[src/rtl/glb_host_arbiter.sv]
// Shares the global buffer host port between the host (H) and stream (S) requesters.
// One registered issue per cycle; a read-tag pipeline steers each response back to its issuer.
module glb_host_arbiter #(
  parameter int ADDR_WIDTH = 32,
  parameter int DATA_WIDTH = 64,
  parameter int RD_LATENCY = 1,
  parameter int MAX_BURST  = 4
) (
  input  logic                      clk,
  input  logic                      reset,
  input  logic                      h_req_valid,
  output logic                      h_req_ready,
  input  logic                      h_req_write,
  input  logic [ADDR_WIDTH-1:0]     h_req_addr,
  input  logic [DATA_WIDTH-1:0]     h_req_wdata,
  input  logic [DATA_WIDTH/8-1:0]   h_req_strb,
  output logic                      h_rsp_valid,
  output logic [DATA_WIDTH-1:0]     h_rsp_data,
  input  logic                      s_req_valid,
  output logic                      s_req_ready,
  input  logic                      s_req_write,
  input  logic [ADDR_WIDTH-1:0]     s_req_addr,
  input  logic [DATA_WIDTH-1:0]     s_req_wdata,
  input  logic [DATA_WIDTH/8-1:0]   s_req_strb,
  output logic                      s_rsp_valid,
  output logic [DATA_WIDTH-1:0]     s_rsp_data,
  output logic [DATA_WIDTH/8-1:0]   glb_wr_strb,
  output logic [ADDR_WIDTH-1:0]     glb_wr_addr,
  output logic [DATA_WIDTH-1:0]     glb_wr_data,
  output logic                      glb_rd_en,
  output logic [ADDR_WIDTH-1:0]     glb_rd_addr,
  input  logic [DATA_WIDTH-1:0]     glb_rd_data
);
  localparam int STRB_WIDTH = DATA_WIDTH / 8;
  localparam int CNT_WIDTH  = $clog2(MAX_BURST + 1);
  localparam logic [CNT_WIDTH-1:0] CNT_MAX = CNT_WIDTH'(MAX_BURST);

  typedef enum logic {SIDE_H = 1'b0, SIDE_S = 1'b1} side_e;

  side_e                  r_last_grant;
  logic [CNT_WIDTH-1:0]   r_burst_cnt;

  logic                   w_keep;
  logic                   w_grant_h;
  logic                   w_grant_s;
  logic                   w_xfer;
  side_e                  w_sel;
  logic                   w_write;
  logic [ADDR_WIDTH-1:0]  w_addr;
  logic [DATA_WIDTH-1:0]  w_wdata;
  logic [STRB_WIDTH-1:0]  w_strb;

  logic [STRB_WIDTH-1:0]  r_wr_strb;
  logic [ADDR_WIDTH-1:0]  r_wr_addr;
  logic [DATA_WIDTH-1:0]  r_wr_data;
  logic                   r_rd_en;
  logic [ADDR_WIDTH-1:0]  r_rd_addr;
  side_e                  r_rd_id;

  logic [RD_LATENCY-1:0]  r_tag_vld;
  logic [RD_LATENCY-1:0]  r_tag_s;
  logic                   w_ret_h;
  logic                   w_ret_s;

  logic                   r_h_rsp_valid;
  logic [DATA_WIDTH-1:0]  r_h_rsp_data;
  logic                   r_s_rsp_valid;
  logic [DATA_WIDTH-1:0]  r_s_rsp_data;

  // A zero count means no burst is running, so the waiting side (H after reset) wins a tie.
  always_comb begin
    w_grant_h = 1'b0;
    w_grant_s = 1'b0;
    w_keep    = (r_burst_cnt != '0) && (r_burst_cnt < CNT_MAX);
    if (!reset) begin
      if (h_req_valid && s_req_valid) begin
        if (w_keep) begin
          w_grant_s = (r_last_grant == SIDE_S);
        end else begin
          w_grant_s = (r_last_grant == SIDE_H);
        end
        w_grant_h = ~w_grant_s;
      end else begin
        w_grant_h = h_req_valid;
        w_grant_s = s_req_valid;
      end
    end
  end

  assign h_req_ready = w_grant_h;
  assign s_req_ready = w_grant_s;
  assign w_xfer      = w_grant_h | w_grant_s;
  assign w_sel       = w_grant_s ? SIDE_S : SIDE_H;
  assign w_write     = w_grant_s ? s_req_write : h_req_write;
  assign w_addr      = w_grant_s ? s_req_addr  : h_req_addr;
  assign w_wdata     = w_grant_s ? s_req_wdata : h_req_wdata;
  assign w_strb      = w_grant_s ? s_req_strb  : h_req_strb;

  always_ff @(posedge clk or posedge reset) begin
    if (reset) begin
      r_last_grant <= SIDE_S;
      r_burst_cnt  <= '0;
    end else if (w_xfer) begin
      if (w_sel == r_last_grant) begin
        if (r_burst_cnt != CNT_MAX) begin
          r_burst_cnt <= r_burst_cnt + 1'b1;
        end
      end else begin
        r_last_grant <= w_sel;
        r_burst_cnt  <= CNT_WIDTH'(1);
      end
    end
  end

  always_ff @(posedge clk or posedge reset) begin
    if (reset) begin
      r_wr_strb <= '0;
      r_wr_addr <= '0;
      r_wr_data <= '0;
      r_rd_en   <= 1'b0;
      r_rd_addr <= '0;
      r_rd_id   <= SIDE_H;
    end else begin
      r_wr_strb <= (w_xfer && w_write) ? w_strb : '0;
      r_rd_en   <= w_xfer && !w_write;
      if (w_xfer && w_write) begin
        r_wr_addr <= w_addr;
        r_wr_data <= w_wdata;
      end
      if (w_xfer && !w_write) begin
        r_rd_addr <= w_addr;
        r_rd_id   <= w_sel;
      end
    end
  end

  // Tag stage RD_LATENCY-1 lines up with the cycle glb_rd_data is valid.
  always_ff @(posedge clk or posedge reset) begin
    if (reset) begin
      r_tag_vld <= '0;
      r_tag_s   <= '0;
    end else begin
      r_tag_vld[0] <= r_rd_en;
      r_tag_s[0]   <= (r_rd_id == SIDE_S);
      for (int i = 1; i < RD_LATENCY; i++) begin
        r_tag_vld[i] <= r_tag_vld[i-1];
        r_tag_s[i]   <= r_tag_s[i-1];
      end
    end
  end

  assign w_ret_h = r_tag_vld[RD_LATENCY-1] && !r_tag_s[RD_LATENCY-1];
  assign w_ret_s = r_tag_vld[RD_LATENCY-1] &&  r_tag_s[RD_LATENCY-1];

  always_ff @(posedge clk or posedge reset) begin
    if (reset) begin
      r_h_rsp_valid <= 1'b0;
      r_h_rsp_data  <= '0;
      r_s_rsp_valid <= 1'b0;
      r_s_rsp_data  <= '0;
    end else begin
      r_h_rsp_valid <= w_ret_h;
      r_s_rsp_valid <= w_ret_s;
      if (w_ret_h) begin
        r_h_rsp_data <= glb_rd_data;
      end
      if (w_ret_s) begin
        r_s_rsp_data <= glb_rd_data;
      end
    end
  end

  assign glb_wr_strb = r_wr_strb;
  assign glb_wr_addr = r_wr_addr;
  assign glb_wr_data = r_wr_data;
  assign glb_rd_en   = r_rd_en;
  assign glb_rd_addr = r_rd_addr;
  assign h_rsp_valid = r_h_rsp_valid;
  assign h_rsp_data  = r_h_rsp_data;
  assign s_rsp_valid = r_s_rsp_valid;
  assign s_rsp_data  = r_s_rsp_data;

endmodule

[config.mk]
export PLATFORM = sky130hd
export DESIGN_NAME = glb_host_arbiter
export DESIGN_NICKNAME = d
export VERILOG_FILES = /design/src/rtl/glb_host_arbiter.sv
export SDC_FILE = /design/constraint.sdc
export NUM_CORES = 1
export LEC_CHECK = 0
export BUFFER_PORTS_ARGS = -buffer_cell sky130_fd_sc_hd__buf_2
export CAP_MARGIN = 20
export CORE_AREA = 5 5 212 214
export CTS_CLUSTER_SIZE = 20
export DETAILED_ROUTE_END_ITERATION = 10
export DIE_AREA = 0 0 217 219
export PLACE_DENSITY = 0.63
export SLEW_MARGIN = 20
export SYNTH_ARGS = -nofsm -noshare
export SYNTH_HDL_FRONTEND = slang
export SYNTH_SLANG_ARGS = --single-unit
[constraint.sdc]
create_clock -name clk -period 9.7 [get_ports clk]
set_clock_uncertainty 0.1 [all_clocks]
set_input_delay 0 -clock clk [delete_from_list [all_inputs] [get_ports clk]]
set_output_delay 0 -clock clk [all_outputs]
set_load 0.01 [all_outputs]
==> results of run 1 <==
-- cell usage in the layout, fill, tap and decap left out, types with 2 or more instances in the layout --
| cell | n |
|---|---|
| mux2_2 | 236 |
| and4b_1 | 2 |
| inv_6 | 2 |
| nand2b_1 | 2 |
| clkbuf_8 | 7 |
| nand2_1 | 17 |
| a21oi_1 | 10 |
| buf_4 | 9 |
| mux2_4 | 20 |
| mux2i_1 | 97 |
| nor2b_1 | 2 |
| a22o_1 | 2 |
| dfrtp_1 | 273 |
| ha_1 | 2 |
| buf_2 | 546 |
| clkinv_2 | 5 |
| clkbuf_16 | 31 |
| clkbuf_1 | 7 |
| dlygate4sd3_1 | 277 |
| inv_1 | 72 |
-- routing by layer --
layer,up-vias,routed length (microns),global-route usage
met4,4,1530,0.0613
met1,4679,14100,0.170
met2,445,19200,0.277
met5,-,28,0
met3,95,3550,0.0480
li1,4388,-,-
-- repair_timing --
| item | 4_1_cts | 5_1_grt |
|---|---|---|
| resized for setup | 0 | 0 |
| hold buffers | 277 | 0 |
| endpoints found under the hold margin | 331 | 0 |
| setup buffers | 0 | 0 |
-- how the worst min path moves through the flow --
stage | from | endpoint | cells past startpoint
after global routing | reset | glb_wr_data[45] | 3
final | reset | glb_wr_data[45] | 3
after floorplan | reset | h_req_ready | 1
after CTS | reset | glb_wr_addr[8] | 3
after detailed placement | reset | glb_wr_data[45] | 2
after global placement | reset | glb_wr_strb[2] | 2
-- layout make-up --
| type | count | area [sq um] |
|---|---|---|
| fill | 3801 | 24100 |
| sequential | 274 | 6860 |
| timing repair buffer | 832 | 5570 |
| multi-input combinational | 405 | 4300 |
| clock buffer | 45 | 898 |
| tap | 546 | 683 |
| inverter | 74 | 285 |
| clock inverter | 7 | 42.5 |
| antenna | 1 | 2.50 |
-- cells by family after synthesis --
logic type / after synthesis / synth area share
adder cells (fa/ha/maj): 2 / 0.00214
buffers and inverters: 116 / 0.0478
multiplexers: 353 / 0.336
flip-flops: 274 / 0.587
AND/OR/NAND/NOR: 30 / 0.0136
AO/OA/AOI/OAI: 20 / 0.0137
-- worst reg2reg max path, cell delays in order (launching register included) --
cell,delay [ns]
dfrtp_1,0.38
inv_1,0.05
ha_1,0.26
or4b_1,0.55
nand4_4,0.51
inv_2,0.28
a22oi_4,0.24
buf_4,0.66
buf_4,0.80
a21oi_1,0.10
dlygate4sd3_1,0.60
-- metrics by stage --
step           instance area, sq um  setup WS, ns
3_5_place_dp                  14900          5.31
6_report                      18600          5.04
5_1_grt                       18600          4.78
2_1_floorplan                 11700          1.72
3_3_place_gp                  14900          5.42
4_1_cts                       18600          5.04
-- sequential cells by signal (all words and copies together) (netlist names) --
register      cells
glb_rd_addr      32
glb_rd_en         1
glb_wr_addr      32
glb_wr_data      64
glb_wr_strb       8
h_rsp_data       64
h_rsp_valid       1
r_burst_cnt       3
r_last_grant      1
r_rd_id           1
r_tag_s           1
r_tag_vld         1
s_rsp_data       64
s_rsp_valid       1
-- power breakdown --
part / total, W / switching [W] / internal (W)
clock: 0.00109 / 0.000451 / 0.000635
sequential: 0.00203 / 0.000318 / 0.00171
combinational: 0.00205 / 0.000992 / 0.00106
total: 0.00517 / 0.00176 / 0.00341
==> impl_metrics.ini, run 1 <==
[critical_path]
reg2regPathDepth = 10
required_ns = 10.02
max_stage_delay_ns = 0.76
r2r_slack_ns = 5.04
cpMaxStageDelayCell = buf_4
critPathLaunchType = register
path_class = reg -> reg
crit_end = glb_wr_strb[3]
critPathArrivalTime_ns = 4.98
cp-startpoint = r_burst_cnt[0]
crit_top_cell = buf_4
cp_max_fo = 59
end_kind = register
crit_buf_inv = 5
critPathTopFamily = buffers and inverters
r2r_end = glb_wr_strb[3]
r2r_start = r_burst_cnt[0]
crit_chain = inv_1 > ha_1 > or4b_1 > nand4_4 > inv_2 > a22oi_4 > buf_4 > buf_4 > a21oi_1 > dlygate4sd3_1
path_depth = 10

[timing]
tns_ns = 0
slew_violations = 0
setup-violations-final = 0
layout_min_cycle_time_ns = 4.66
grt_setup_unrepaired = false
fmax_mhz = 215
period_share = 0.480
relSlewSlack = 0.344
whs_ns = -0.000658
final_hold_viol_count = 2
tightest_slew_ns = 0.984

[synthesis]
ys_top_cells_by_count = dfrtp_1, mux2_2, mux2i_1, inv_1, mux2_4
ys_ff_latch = 274
syn_area_per_cell_sq_um = 14.7
synth.most_common_cell = dfrtp_1
synth_area_leaders = dfrtp_1, mux2_2, mux2i_1
synth_area_leader_cell = dfrtp_1
synth_cell_types = 33
syn_inst = 795
synth_async_sr_flop_share = 1.00
synth_top_area_frac = 0.584
synth-edff-count = 0
ys.flop_type = dfrtp_1
synth_area_sq_um = 11700
ys.warnings.count = 0
synth_nets = 1075
yosysSeqAreaShare = 0.587

[routing]
drtIter0Drc = 441
vias = 9611
drt_wl_total_microns = 38500
wl_per_cell_microns = 17.6
ant_nets = 0
drt_pass1_iterations = 4
vias_per_cell = 4.40
drcViolationCount = 0

[clock_network]
cts_tree = done
htreeDepth = 1
cts-buffers-inserted = 30
clk_pin_slew_worst_paths_ns = 0.06
clk_latency_ns = 0.54
cts-root-buf = clkbuf_16
clock_sinks = 274
cts_buffer_depth = 3

[cells_and_area]
layout-drive-gt1-share = 0.528
final_util = 0.437
final_cells = 2184
nNetsFinal = 1897
area_growth_pct = 59.4

[flow_run]
drv_cap = 0

[floorplan]
initial_core_util = 0.274
row_count = 76
die_height_microns = 219
ios = 547
die_area_sq_um = 47500
die_w_microns = 217
core-area_sq_um = 42700

[global_route]
grt_pass1_vias = 10859
grt_overflow_total = 0
antenna_found_initial = 3
grt_start_max_net_pins = 80
grt_usage = 0.154
grt_pass1_wl_microns = 59100

[min_path]
hp-class = in -> async

[placed_design]
placed_cells = 1854
hpwl_microns = 26100
io_buffers = 546
place.gp.congestion = 0.807

[outcome]
status = finished with violations
violations = hold timing

[pwr]
total_power_w = 0.00517
leakage_nw = 9.63
ir_drop_v = 0.000147
cellPowerDensity_nw_per_um2 = 277
Note: power is estimated with default switching activity, not from simulation.
==> run 2, diff against run 1 <==
--- a/config.mk
+++ b/config.mk
@@ -11,7 +11,7 @@
 export CTS_CLUSTER_SIZE = 20
 export DETAILED_ROUTE_END_ITERATION = 10
 export DIE_AREA = 0 0 217 219
-export PLACE_DENSITY = 0.63
+export PLACE_DENSITY = 0.65
 export SLEW_MARGIN = 20
 export SYNTH_ARGS = -nofsm -noshare
 export SYNTH_HDL_FRONTEND = slang
==> constraint.sdc (replaced) <==
create_clock -name clk -period 3.9 [get_ports clk]
set_clock_uncertainty 0.1 [all_clocks]
set_input_delay 0 -clock clk [delete_from_list [all_inputs] [get_ports clk]]
set_output_delay 0 -clock clk [all_outputs]
set_load 0.01 [all_outputs]
==> run 2 against run 1 <==
Compared with the run above:
- the flow now finishes without violations
- core utilization up 0.83 points
- via count increased by 1.7%
- combinational power rose to 2.6 times the previous value
- maximum frequency increased by 33%
- critical path depth unchanged
- sequential cell count stayed put
- global-route usage is 1.3 points higher
- power grew to 2.6 times the previous value
- largest power group unchanged
==> impl_metrics.ini, run 2 (synthesis gave the netlist of run 1 again) <==
[floorplan]
ios = 547
die_w_microns = 217
core-area_sq_um = 42700
row_count = 76
initial_core_util = 0.274
die_height_microns = 219
die_area_sq_um = 47500

[critical_path]
end_kind = register
critPathArrivalTime_ns = 3.90
path_class = reg -> reg
critPathLaunchType = register
cp_max_fo = 14
required_ns = 4.30

[placed_design]
place.gp.congestion = 0.838
io_buffers = 546
placed_cells = 1861
post_dp_cell_area_sq_um = 15100
hpwl_microns = 28600

[pwr]
ir_drop_v = 0.000353
p_switching_w = 0.00450
leakage_nw = 9.76
internal_power_w = 0.00880
p_sw_frac = 0.338
clock_power_share = 0.228
p_comb_frac = 0.393
cellPowerDensity_nw_per_um2 = 700
p_seq_frac = 0.378

[clock_network]
cts-buffers-inserted = 31
hold_buffers = 283
cts_tree = done
clock_sinks = 274
htreeDepth = 1
postCtsSetupBuffers = 0
clk_pin_slew_worst_paths_ns = 0.06
post_cts_resized = 0
cts_buffer_depth = 3
cts-root-buf = clkbuf_16
clk_latency_ns = 0.55

[routing]
drcViolationCount = 0
drtIter0Drc = 347
vias = 9777
wl_per_cell_microns = 18.8
ant_nets = 0
drt_wl_total_microns = 41500
vias_per_cell = 4.42
drt_pass1_iterations = 4

[cells_and_area]
area_growth_pct = 62.5
fin_area_sq_um = 19000
layout-drive-gt1-share = 0.535
most-common-layout-cells = buf_2, dlygate4sd3_1, dfrtp_1
final_common_cell = buf_2
nNetsFinal = 1911
final_cells = 2210
final_util = 0.445

[timing]
layout_min_cycle_time_ns = 3.50
final_hold_viol_count = 0
fmax_mhz = 286
relSlewSlack = 0.326
tightest_slew_ns = 1.01
whs_ns = 0.116
setup-violations-final = 0
slew_violations = 0
period_share = 0.898
grt_setup_unrepaired = false

[min_path]
hp-class = in -> reg

[global_route]
grt_pass1_vias = 11056
grt_usage = 0.167
grt_start_max_net_pins = 169
grt_pass1_wl_microns = 63000
antenna_found_initial = 9
grt_overflow_total = 0

[outcome]
status = completed

[flow_run]
drv_cap = 0
==> run 2: final cells by class <==
| cell class | instances | area, sq um |
|---|---|---|
| repair buffers | 845 | 5760 |
| clock inverters | 17 | 199 |
| clock buffers | 40 | 890 |
| well taps | 546 | 683 |
| multi-input cells | 405 | 4300 |
| diodes | 9 | 22.5 |
| flip-flops and latches | 274 | 6860 |
| inverters | 74 | 282 |
| fillers | 3772 | 23700 |
==> run 2: path summary, 6_finish.rpt <==
path,start,to,cells after the start,slack [ns]
worst max-delay path,r_burst_cnt[0],glb_rd_addr[26],10,0.40
worst min-delay path,glb_rd_data[11],s_rsp_data[11],3,0.12
worst max register to register,r_burst_cnt[0],glb_rd_addr[26],10,0.40
worst min register to register,glb_rd_en,r_tag_vld,0,0.30
max in group asynchronous,reset,s_rsp_data[35],5,1.96
min in group asynchronous,reset,r_burst_cnt[2],4,0.28
==> run 2: metal layers <==
| metal | track usage | part of all wire | up-vias |
|---|---|---|---|
| li1 | - | - | 4412 |
| met1 | 0.180 | 0.36 | 4789 |
| met2 | 0.301 | 0.50 | 465 |
| met3 | 0.0550 | 0.093 | 109 |
| met4 | 0.0723 | 0.047 | 2 |
| met5 | 0 | 0.00017 | - |
==> run 2: power by group through the flow <==
stage	Sequential, W	Combinational (W)	Clock [W]
global placement	0.00499	0.00478	0
CTS	0.00501	0.00524	0.00313
global route	0.00521	0.00564	0.00323
floorplan	0.00563	0.00201	0
detailed placement	0.00504	0.00488	0
finish	0.00503	0.00523	0.00304
==> run 2: stage by stage <==
| step | total power [W] | setup TNS (ns) | setup slack (ns) |
|---|---|---|---|
| after detailed placement | 0.00992 | 0 | 0.902 |
| after CTS | 0.0134 | 0 | 0.313 |
| after floorplan | 0.00764 | -254.38 | -1.95 |
| after global routing | 0.0141 | 0 | 0.144 |
| after global placement | 0.00976 | 0 | 0.939 |
| final | 0.0133 | 0 | 0.399 |
==> run 2: critical path: stages, from the launching register on <==
cell and delay, ns:
dfrtp_1 0.38, inv_1 0.06, ha_1 0.25, or4b_1 0.53
nand4_4 0.14, inv_2 0.14, a22oi_2 0.24, dlygate4sd3_1 0.57
buf_4 0.26, mux2i_1 0.20, dlygate4sd3_1 0.55
